==> src/rtl/adc_pkg.sv <==
// Shared types and defaults for the SAR ADC sequencer and its helpers.
// Latency: n/a (declarations only).
// Backpressure: n/a.
package adc_pkg;

    // Default resolution and phase lengths; SETTLE must cover DAC/R2R
    // settling plus the two comparator synchronizer stages.
    localparam int ADC_WIDTH         = 8;
    localparam int ADC_SAMPLE_CYCLES = 8;
    localparam int ADC_SETTLE_CYCLES = 4;

    typedef enum logic [1:0] {
        S_IDLE   = 2'd0,
        S_SAMPLE = 2'd1,
        S_TRIAL  = 2'd2,
        S_DONE   = 2'd3
    } adc_state_t;

    // Width of a counter that holds 0..n-1; never narrower than one bit so
    // that a parameter value of 1 still yields a legal vector.
    function automatic int cnt_width(input int n);
        return (n > 1) ? $clog2(n) : 1;
    endfunction

endpackage

==> src/rtl/comp_sync.sv <==
// Two-flop synchronizer for asynchronous digital inputs, reset to 0.
// Latency: 2 clk cycles from input change to o_sync.
// Backpressure: none; samples every cycle.
//
// Ports:
//   i_clk    clock
//   i_rst    synchronous active-high reset
//   i_async  asynchronous input bits
//   o_sync   synchronized copy of i_async
module comp_sync #(
    parameter int WIDTH = 1
) (
    input  logic             i_clk,
    input  logic             i_rst,
    input  logic [WIDTH-1:0] i_async,
    output logic [WIDTH-1:0] o_sync
);

    logic [WIDTH-1:0] r_meta;
    logic [WIDTH-1:0] r_sync;

    always_ff @(posedge i_clk) begin
        if (i_rst) begin
            r_meta <= '0;
            r_sync <= '0;
        end else begin
            r_meta <= i_async;
            r_sync <= r_meta;
        end
    end

    assign o_sync = r_sync;

endmodule

==> src/rtl/sar_adc_control.sv <==
// Successive-approximation ADC sequencer driving the R2R DAC code and
// binary-searching the synchronized comparator into a WIDTH-bit result.
// Latency: start edge k -> o_done in cycle k+1+SAMPLE_CYCLES+WIDTH*SETTLE_CYCLES.
// Backpressure: none; start while busy is dropped, not queued.
//
// Ports:
//   i_clk         system clock (10 MHz nominal)
//   i_rst         synchronous active-high reset
//   i_start       begin a conversion (only looked at in IDLE)
//   i_continuous  chain conversions back-to-back (only looked at in DONE)
//   i_comp_in     asynchronous comparator, 1 = Vin >= Vdac
//   o_dac_code    trial code to the R2R DAC drivers
//   o_sample_en   track/hold switch, high = track
//   o_busy        high whenever not IDLE
//   o_done        one-cycle pulse when o_result updates
//   o_result      last completed conversion
module sar_adc_control
    import adc_pkg::*;
#(
    parameter int WIDTH         = ADC_WIDTH,
    parameter int SAMPLE_CYCLES = ADC_SAMPLE_CYCLES,
    parameter int SETTLE_CYCLES = ADC_SETTLE_CYCLES
) (
    input  logic             i_clk,
    input  logic             i_rst,
    input  logic             i_start,
    input  logic             i_continuous,
    input  logic             i_comp_in,
    output logic [WIDTH-1:0] o_dac_code,
    output logic             o_sample_en,
    output logic             o_busy,
    output logic             o_done,
    output logic [WIDTH-1:0] o_result
);

    localparam int SW = cnt_width(SAMPLE_CYCLES);
    localparam int TW = cnt_width(SETTLE_CYCLES);
    localparam int BW = cnt_width(WIDTH);

    localparam logic [SW-1:0]    SMP_LAST = SW'(SAMPLE_CYCLES - 1);
    localparam logic [TW-1:0]    SET_LAST = TW'(SETTLE_CYCLES - 1);
    localparam logic [BW-1:0]    BIT_MSB  = BW'(WIDTH - 1);
    localparam logic [WIDTH-1:0] CODE_MSB = {1'b1, {(WIDTH-1){1'b0}}};

    // ------------------------------------------------------------------
    // Comparator synchronizer
    // ------------------------------------------------------------------
    logic w_comp_s;

    comp_sync #(
        .WIDTH (1)
    ) u_comp_sync (
        .i_clk   (i_clk),
        .i_rst   (i_rst),
        .i_async (i_comp_in),
        .o_sync  (w_comp_s)
    );

    // ------------------------------------------------------------------
    // State and datapath registers
    // ------------------------------------------------------------------
    adc_state_t       r_state;
    logic [SW-1:0]    r_smp_cnt;
    logic [TW-1:0]    r_set_cnt;
    logic [BW-1:0]    r_bit;
    logic [WIDTH-1:0] r_code;
    logic [WIDTH-1:0] r_result;
    logic             r_sample_en;
    logic             r_busy;
    logic             r_done;

    adc_state_t       w_state_nxt;
    logic [SW-1:0]    w_smp_nxt;
    logic [TW-1:0]    w_set_nxt;
    logic [BW-1:0]    w_bit_nxt;
    logic [WIDTH-1:0] w_code_nxt;
    logic [WIDTH-1:0] w_result_nxt;

    always_ff @(posedge i_clk) begin
        if (i_rst) begin
            r_state     <= S_IDLE;
            r_smp_cnt   <= '0;
            r_set_cnt   <= '0;
            r_bit       <= '0;
            r_code      <= '0;
            r_result    <= '0;
            r_sample_en <= 1'b0;
            r_busy      <= 1'b0;
            r_done      <= 1'b0;
        end else begin
            r_state     <= w_state_nxt;
            r_smp_cnt   <= w_smp_nxt;
            r_set_cnt   <= w_set_nxt;
            r_bit       <= w_bit_nxt;
            r_code      <= w_code_nxt;
            r_result    <= w_result_nxt;
            // Control outputs come straight from flops so the track/hold
            // switch never sees decode glitches.
            r_sample_en <= (w_state_nxt == S_SAMPLE);
            r_busy      <= (w_state_nxt != S_IDLE);
            r_done      <= (w_state_nxt == S_DONE);
        end
    end

    // ------------------------------------------------------------------
    // Next-state and datapath update
    // ------------------------------------------------------------------
    always_comb begin
        w_state_nxt  = r_state;
        w_smp_nxt    = r_smp_cnt;
        w_set_nxt    = r_set_cnt;
        w_bit_nxt    = r_bit;
        w_code_nxt   = r_code;
        w_result_nxt = r_result;

        case (r_state)
            S_IDLE: begin
                // dac_code deliberately holds its last value while idle.
                if (i_start) begin
                    w_state_nxt = S_SAMPLE;
                    w_smp_nxt   = '0;
                    w_code_nxt  = '0;
                end
            end

            S_SAMPLE: begin
                if (r_smp_cnt == SMP_LAST) begin
                    w_state_nxt = S_TRIAL;
                    w_smp_nxt   = '0;
                    w_set_nxt   = '0;
                    w_bit_nxt   = BIT_MSB;
                    w_code_nxt  = CODE_MSB;
                end else begin
                    w_smp_nxt = r_smp_cnt + 1'b1;
                end
            end

            S_TRIAL: begin
                if (r_set_cnt == SET_LAST) begin
                    // Decide the current bit and, in the same update, raise
                    // the next lower bit as the following trial.
                    w_set_nxt         = '0;
                    w_code_nxt[r_bit] = w_comp_s;
                    if (r_bit != '0) begin
                        w_code_nxt[r_bit - 1'b1] = 1'b1;
                        w_bit_nxt                = r_bit - 1'b1;
                    end else begin
                        w_state_nxt  = S_DONE;
                        w_result_nxt = w_code_nxt;
                    end
                end else begin
                    w_set_nxt = r_set_cnt + 1'b1;
                end
            end

            S_DONE: begin
                if (i_continuous) begin
                    w_state_nxt = S_SAMPLE;
                    w_smp_nxt   = '0;
                    w_code_nxt  = '0;
                end else begin
                    w_state_nxt = S_IDLE;
                end
            end

            default: begin
                w_state_nxt = S_IDLE;
            end
        endcase
    end

    assign o_dac_code  = r_code;
    assign o_sample_en = r_sample_en;
    assign o_busy      = r_busy;
    assign o_done      = r_done;
    assign o_result    = r_result;

endmodule

==> config.mk <==
export PLATFORM = sky130hd
export DESIGN_NAME = sar_adc_control
export DESIGN_NICKNAME = d
export VERILOG_FILES = /design/src/rtl/adc_pkg.sv /design/src/rtl/comp_sync.sv /design/src/rtl/sar_adc_control.sv
export SDC_FILE = /design/constraint.sdc
export NUM_CORES = 1
export LEC_CHECK = 0
export ABC_AREA = 1
export BUFFER_PORTS_ARGS = -buffer_cell sky130_fd_sc_hd__clkbuf_2
export CORE_ASPECT_RATIO = 0.8
export CORE_MARGIN = 2
export CORE_UTILIZATION = 31
export CTS_BUF_LIST = sky130_fd_sc_hd__clkbuf_8
export DETAILED_ROUTE_END_ITERATION = 10
export PLACE_DENSITY_LB_ADDON = 0.25
export SETUP_SLACK_MARGIN = 0.2
export SYNTH_ARGS = -nofsm -noshare
export SYNTH_HDL_FRONTEND = slang
export SYNTH_HIERARCHICAL = 1
export SYNTH_SLANG_ARGS = --single-unit
==> constraint.sdc <==
create_clock -name i_clk -period 2.3 [get_ports i_clk]
set_clock_uncertainty 0.05 [all_clocks]
set_input_delay 0.46 -clock i_clk [delete_from_list [all_inputs] [get_ports i_clk]]
set_output_delay 0.46 -clock i_clk [all_outputs]
set_load 0.02 [all_outputs]
After elaboration in Yosys (flattened, before gate mapping) --
Index checks and enable logic that the tools add are counted.
Operators by class: add/sub/neg operators 3, magnitude comparators 4, eq/ne operators 12, multiplexer cells 28, bitwise gates (word level) 2, reductions and logical operators 12
Operators with widths (count):
- $mux W8 | 5
- $pmux W8 S4 | 1
- $mux W3 | 6
- $mux W2 | 6
- $ne A2 B2 Y1 const B | 5
- $pmux W3 S3 | 1
- $bwmux W8 | 1
- $eq A2 B2 Y1 const B | 4
- $lt A3 B4 Y1 const B | 2
- $or A8 B8 Y8 | 1
- $pmux W2 S4 | 1
- $reduce_and A4 Y1 | 2
- $demux W1 S3 | 2
- $ge A3 B1 Y1 const B | 2
- $pmux W3 S2 | 1
- $reduce_and A3 Y1 | 2
- $reduce_bool A3 Y1 | 2
- $eq A2 B1 Y1 const B | 2
- $pmux W2 S2 | 1
- $reduce_bool A2 Y1 | 2
- $add A3 B1 Y3 const B | 1
- $eq A3 B3 Y1 const B | 1
- $mux W1 | 3
- $sub A3 B1 Y3 const B | 1
- 5 further kinds | 6
Storage, ports and cells: flip-flop bits (word level) 31, input bits 5, word-level logic and storage cells 72

Depth between registers and ports, before layout --
depth in word-level cells 9, mapped depth 11

Modules after synthesis --
The synthesis kept the hierarchy.
By module, submodules not included:
- sar_adc_control | times used 1, cells an instance 238, area each 1589.0 µm², seq. area each 580.6 µm²
- comp_sync | times used 1, cells an instance 6, area each 55.1 µm², seq. area each 40.0 µm²

Worst setup path before layout --
No wires, ideal clock.
path kind flip-flop to flip-flop, start register r_bit[0], end register r_result[4], in the netlist o_result[4], arrival 1387 ps, path slack 793 ps, stages on the path, launching flop included 11, clock period less this slack 1507 ps, cell sequence dfxtp_1 > buf_2 > inv_2 > ha_1 > inv_1 > nor2_1 > nand2_1 > nor2_4 > buf_6 > o21ai_0 > a21oi_1
Between the ends: longest elaborated chain between the ends 5
Ends and longest elaborated chain:
- start, declared | RTL line sar_adc_control.sv:65 | logic [BW-1:0] r_bit;
- start signal, assigned | RTL line sar_adc_control.sv:94 | r_bit <= w_bit_nxt;
- $lt A3 B4 Y1 (implied by the code) or $ge A3 B1 Y1 (tied branches) | RTL line sar_adc_control.sv:143 | w_code_nxt[r_bit] = w_comp_s;
- $logic_and A1 B1 Y1 (implied by the code) | RTL line sar_adc_control.sv:143
- $mux W1 (implied by the code) | RTL line sar_adc_control.sv:143
- $demux W1 S3 | RTL line sar_adc_control.sv:143
- $bwmux W8 | RTL line sar_adc_control.sv:143
- end signal, assigned | RTL line sar_adc_control.sv:96 | r_result <= w_result_nxt;
- end, declared | RTL line sar_adc_control.sv:67 | logic [WIDTH-1:0] r_result;
Parallel ways exist; a longest one is shown, timed or not. A chain may end at the register's enable or synchronous reset.

Worst setup path in the final report --
start register r_bit[0], end register r_result[6], in the netlist o_result[6]
Same word-level chain as after synthesis.

==> results.md <==
- Result of the run: complete, no violations
- Data arrival, critical path: 2.05 ns
- Hold Buf Count CTS: 0
- Worst-margin pin slew: 0.444 ns
- Number of warnings issued by yosys: 6
- Delay of the slowest cell on the worst path: 0.43 ns
- End of the worst register-to-register path: o_result[6]$_SDFFE_PP0P_
- Unique cell type count in the Yosys netlist: 21
- Final critical delay including setup and external delays: 1.89 ns
- Global-route usage over all layers: 13.3%
- Synth Instances: 244
- FF+latch area: 621 um2
- Vias per cell: 4.55
- Initial DRC count: 63
- Number of buffers inserted to repair setup after CTS: 0
- Die outline area: 5910 um2
- Area of the core region: 5060 um2
- CTS Sinks: 31
- Rel. slew slack: 70.4%
- Sum of negative setup slack: 0 ns
- Layout cells sized above 1: 13.8%
- Remaining DRCs: 0
- Number of gates resized after cts: 0
- WS Path Type: reg2reg
- Net count of the finished layout: 282
- Mean area per synthesized cell: 6.74 um2
- Register bit count reported by yosys: 31
- Maximum Capacitance Violations: 0
- Leakage power figure: 0.934 nW
- Clock latency on the worst-skew pair: 0.29 ns
- Number of iterations in the first detailed-routing pass: 4
- Reg2Reg Depth: 8
- Worst reg2reg path startpoint: r_bit[0]$_SDFFE_PP0P_
- FP Rows: 23
- FMAX: 529 MHz
- Die W: 85.4 um
- Critical path fanouts, max: 16
- Worst supply voltage drop on vdd: 0.427 mV
- Footprint of the multi-input gates: 832 um2
- Die height: 69.1 um
- Total length of routed wires: 3760 um
- Critical path startpoint category: register
- Finished Layout Cells: 330
- First-pass GRT wire length: 6150 um
- Post-detailed-route wirelength per cell: 11.4 um
- I/O pin total: 24
- Number of antenna violations at the first check in global routing: 0
- Critical Path Slowest Stage Cell: sky130_fd_sc_hd__dfxtp_1
- Antenna-violating nets left: 0
- Final cycle utilization of the critical path: 82.1%
- Worst min-delay path category: in2reg
- Final-report setup violation count: 0
- Syn Nets: 259
- Crit path capture: o_result[6]$_SDFFE_PP0P_
- Remaining Overflow, GRT: 0
- Number of global-route vias before repair: 1323
- Count of input and output buffers: 23
- Hold Vio Cnt, Final: 0
- Deepest clock path buffer count: 2
- Critical path data required time: 2.47 ns
- Starting Density: 32.5%
- Clock buffers created by TritonCTS: 5
- Part of the Yosys area used for sequential elements: 37.7%
- Start point of the critical path: r_bit[0]$_SDFFE_PP0P_
- Clock transition time at the flip-flop clock pins of the worst setup and hold paths: 0.07 ns
- Area of the mapped netlist: 1640 um2
- Cell Pwr Density: 711 nW/um2
- Total vias in the final route: 1500
- Synth-to-layout area growth: 15.8%
- Half-perimeter wire length after placement: 2740 um
- Worst Hold Path Cells: 3
- TritonCTS clock tree: yes
- Unrepaired setup endpoints after global routing: false
- Max H-tree Level: 2
- Crit-path cells: inv_2 -> ha_1 -> inv_1 -> nor2_1 -> nand2_1 -> nor2_4 -> o21ai_0 -> a31oi_1
- Antenna diodes: 0
- Placer congestion estimate: 0.820
- Maximum number of pins on one net before global-route repair: 17
- Instance count after placement with tap cells included: 322
- R2R Setup Slk: 0.41 ns
- Max Transition Viols Final: 0
- Category of the worst setup path capture point: register
- Number of fillers in the final layout: 547
- Buffer cell driving the clock tree root: sky130_fd_sc_hd__clkbuf_8
-- through the flow --
stage               instance area (um2)  hold WS, ns  power, mW  utilization, %  setup WS [ns]
finish                             1900        0.295       1.35            37.6          0.411
global route                       1900        0.312       1.43            37.6          0.232
CTS                                1900        0.292       1.37            37.6          0.427
detailed placement                 1790        0.351      0.820            35.4          0.476
global placement                   1790        0.345      0.821            35.4          0.431
floorplan                          1640        0.338      0.771               -          0.793
-- worst max-delay path, delay by kind of cell (launching register included) --
family	cells	cell delay [ns]
flip-flops	1	0.43
buffers and inverters	2	0.26
adder cells (fa/ha/maj)	1	0.23
AO/OA/AOI/OAI	2	0.31
AND/OR/NAND/NOR	3	0.53
-- layout by cell type, fill, tap and decap left out --
cell type / count
sky130_fd_sc_hd__nand2_1: 57
sky130_fd_sc_hd__inv_1: 37
sky130_fd_sc_hd__dfxtp_1: 31
sky130_fd_sc_hd__nor2_1: 29
sky130_fd_sc_hd__clkbuf_2: 23
sky130_fd_sc_hd__a21oi_1: 18
sky130_fd_sc_hd__nand3_1: 18
sky130_fd_sc_hd__o21ai_0: 17
sky130_fd_sc_hd__ha_1: 10
sky130_fd_sc_hd__nor3_1: 6
sky130_fd_sc_hd__clkbuf_8: 5
sky130_fd_sc_hd__nand4_1: 3
sky130_fd_sc_hd__inv_2: 2
sky130_fd_sc_hd__nor2_4: 2
sky130_fd_sc_hd__a31oi_1: 2
sky130_fd_sc_hd__o211ai_1: 1
sky130_fd_sc_hd__nand2_2: 1
sky130_fd_sc_hd__or2_1: 1
sky130_fd_sc_hd__a21oi_2: 1
sky130_fd_sc_hd__o22ai_1: 1
sky130_fd_sc_hd__clkinv_2: 1
sky130_fd_sc_hd__bufinv_16: 1
sky130_fd_sc_hd__clkinv_4: 1
-- area by class of cell --
cell class                 instances  share of cell area, %
sequential                        31                   32.6
clock inverter                     3                   2.30
timing repair buffer              23                   6.04
clock buffer                       5                   3.61
inverter                          39                   7.69
tap                               62                   4.07
multi-input combinational        167                   43.7
-- state kept, by name, indices dropped and copies added (netlist names) --
register / flops
r_state: 2
o_sample_en: 1
r_bit: 3
u_comp_sync/r_meta: 1
r_smp_cnt: 3
u_comp_sync/o_sync: 1
o_result: 8
r_set_cnt: 2
o_dac_code: 8
o_busy: 1
o_done: 1
-- cells in the mapped netlist, drive strengths merged --
master  count  area (um2)
dfxtp      31         621
inv        39         146
clkbuf      2        7.51
ha         10         125
nand4       3        18.8
o22ai       1        6.26
or2         1        6.26
nor2       31         131
nor3        6        30.0
nand3      18        90.1
buf         5        37.5
o211ai      1        7.51
nand2      58         220
a31oi       2        12.5
o21ai      17        85.1
a21oi      19        98.9
-- worst min path at each step --
stage	slack, ns	to	from
after floorplan	0.34	u_comp_sync/o_sync$_SDFF_PP0_	u_comp_sync/r_meta$_SDFF_PP0_
after global placement	0.34	u_comp_sync/o_sync$_SDFF_PP0_	u_comp_sync/r_meta$_SDFF_PP0_
after detailed placement	0.35	u_comp_sync/o_sync$_SDFF_PP0_	u_comp_sync/r_meta$_SDFF_PP0_
after CTS	0.29	u_comp_sync/r_meta$_SDFF_PP0_	i_comp_in
after global routing	0.31	u_comp_sync/r_meta$_SDFF_PP0_	i_comp_in
final	0.30	u_comp_sync/r_meta$_SDFF_PP0_	i_comp_in
-- report_power, final --
group | internal (mW) | total [mW] | switching, mW
clock network | 0.322 | 0.545 | 0.222
logic | 0.0706 | 0.226 | 0.155
registers | 0.557 | 0.584 | 0.0275
total | 0.950 | 1.35 | 0.405
-- logic make-up after synthesis --
group	after synthesis	synth area share [%]
AND/OR/NAND/NOR	117	30.2
buffers and inverters	46	11.6
AO/OA/AOI/OAI	40	12.8
flip-flops	31	37.7
adder cells (fa/ha/maj)	10	7.61
-- metal layers --
layer | wire length, um | track usage [%]
met5 | 0 | 0
met4 | 60 | 5.82
met3 | 241 | 4.07
met2 | 1340 | 16.4
met1 | 2120 | 20.4
Power figures use the tool's default switching activity.
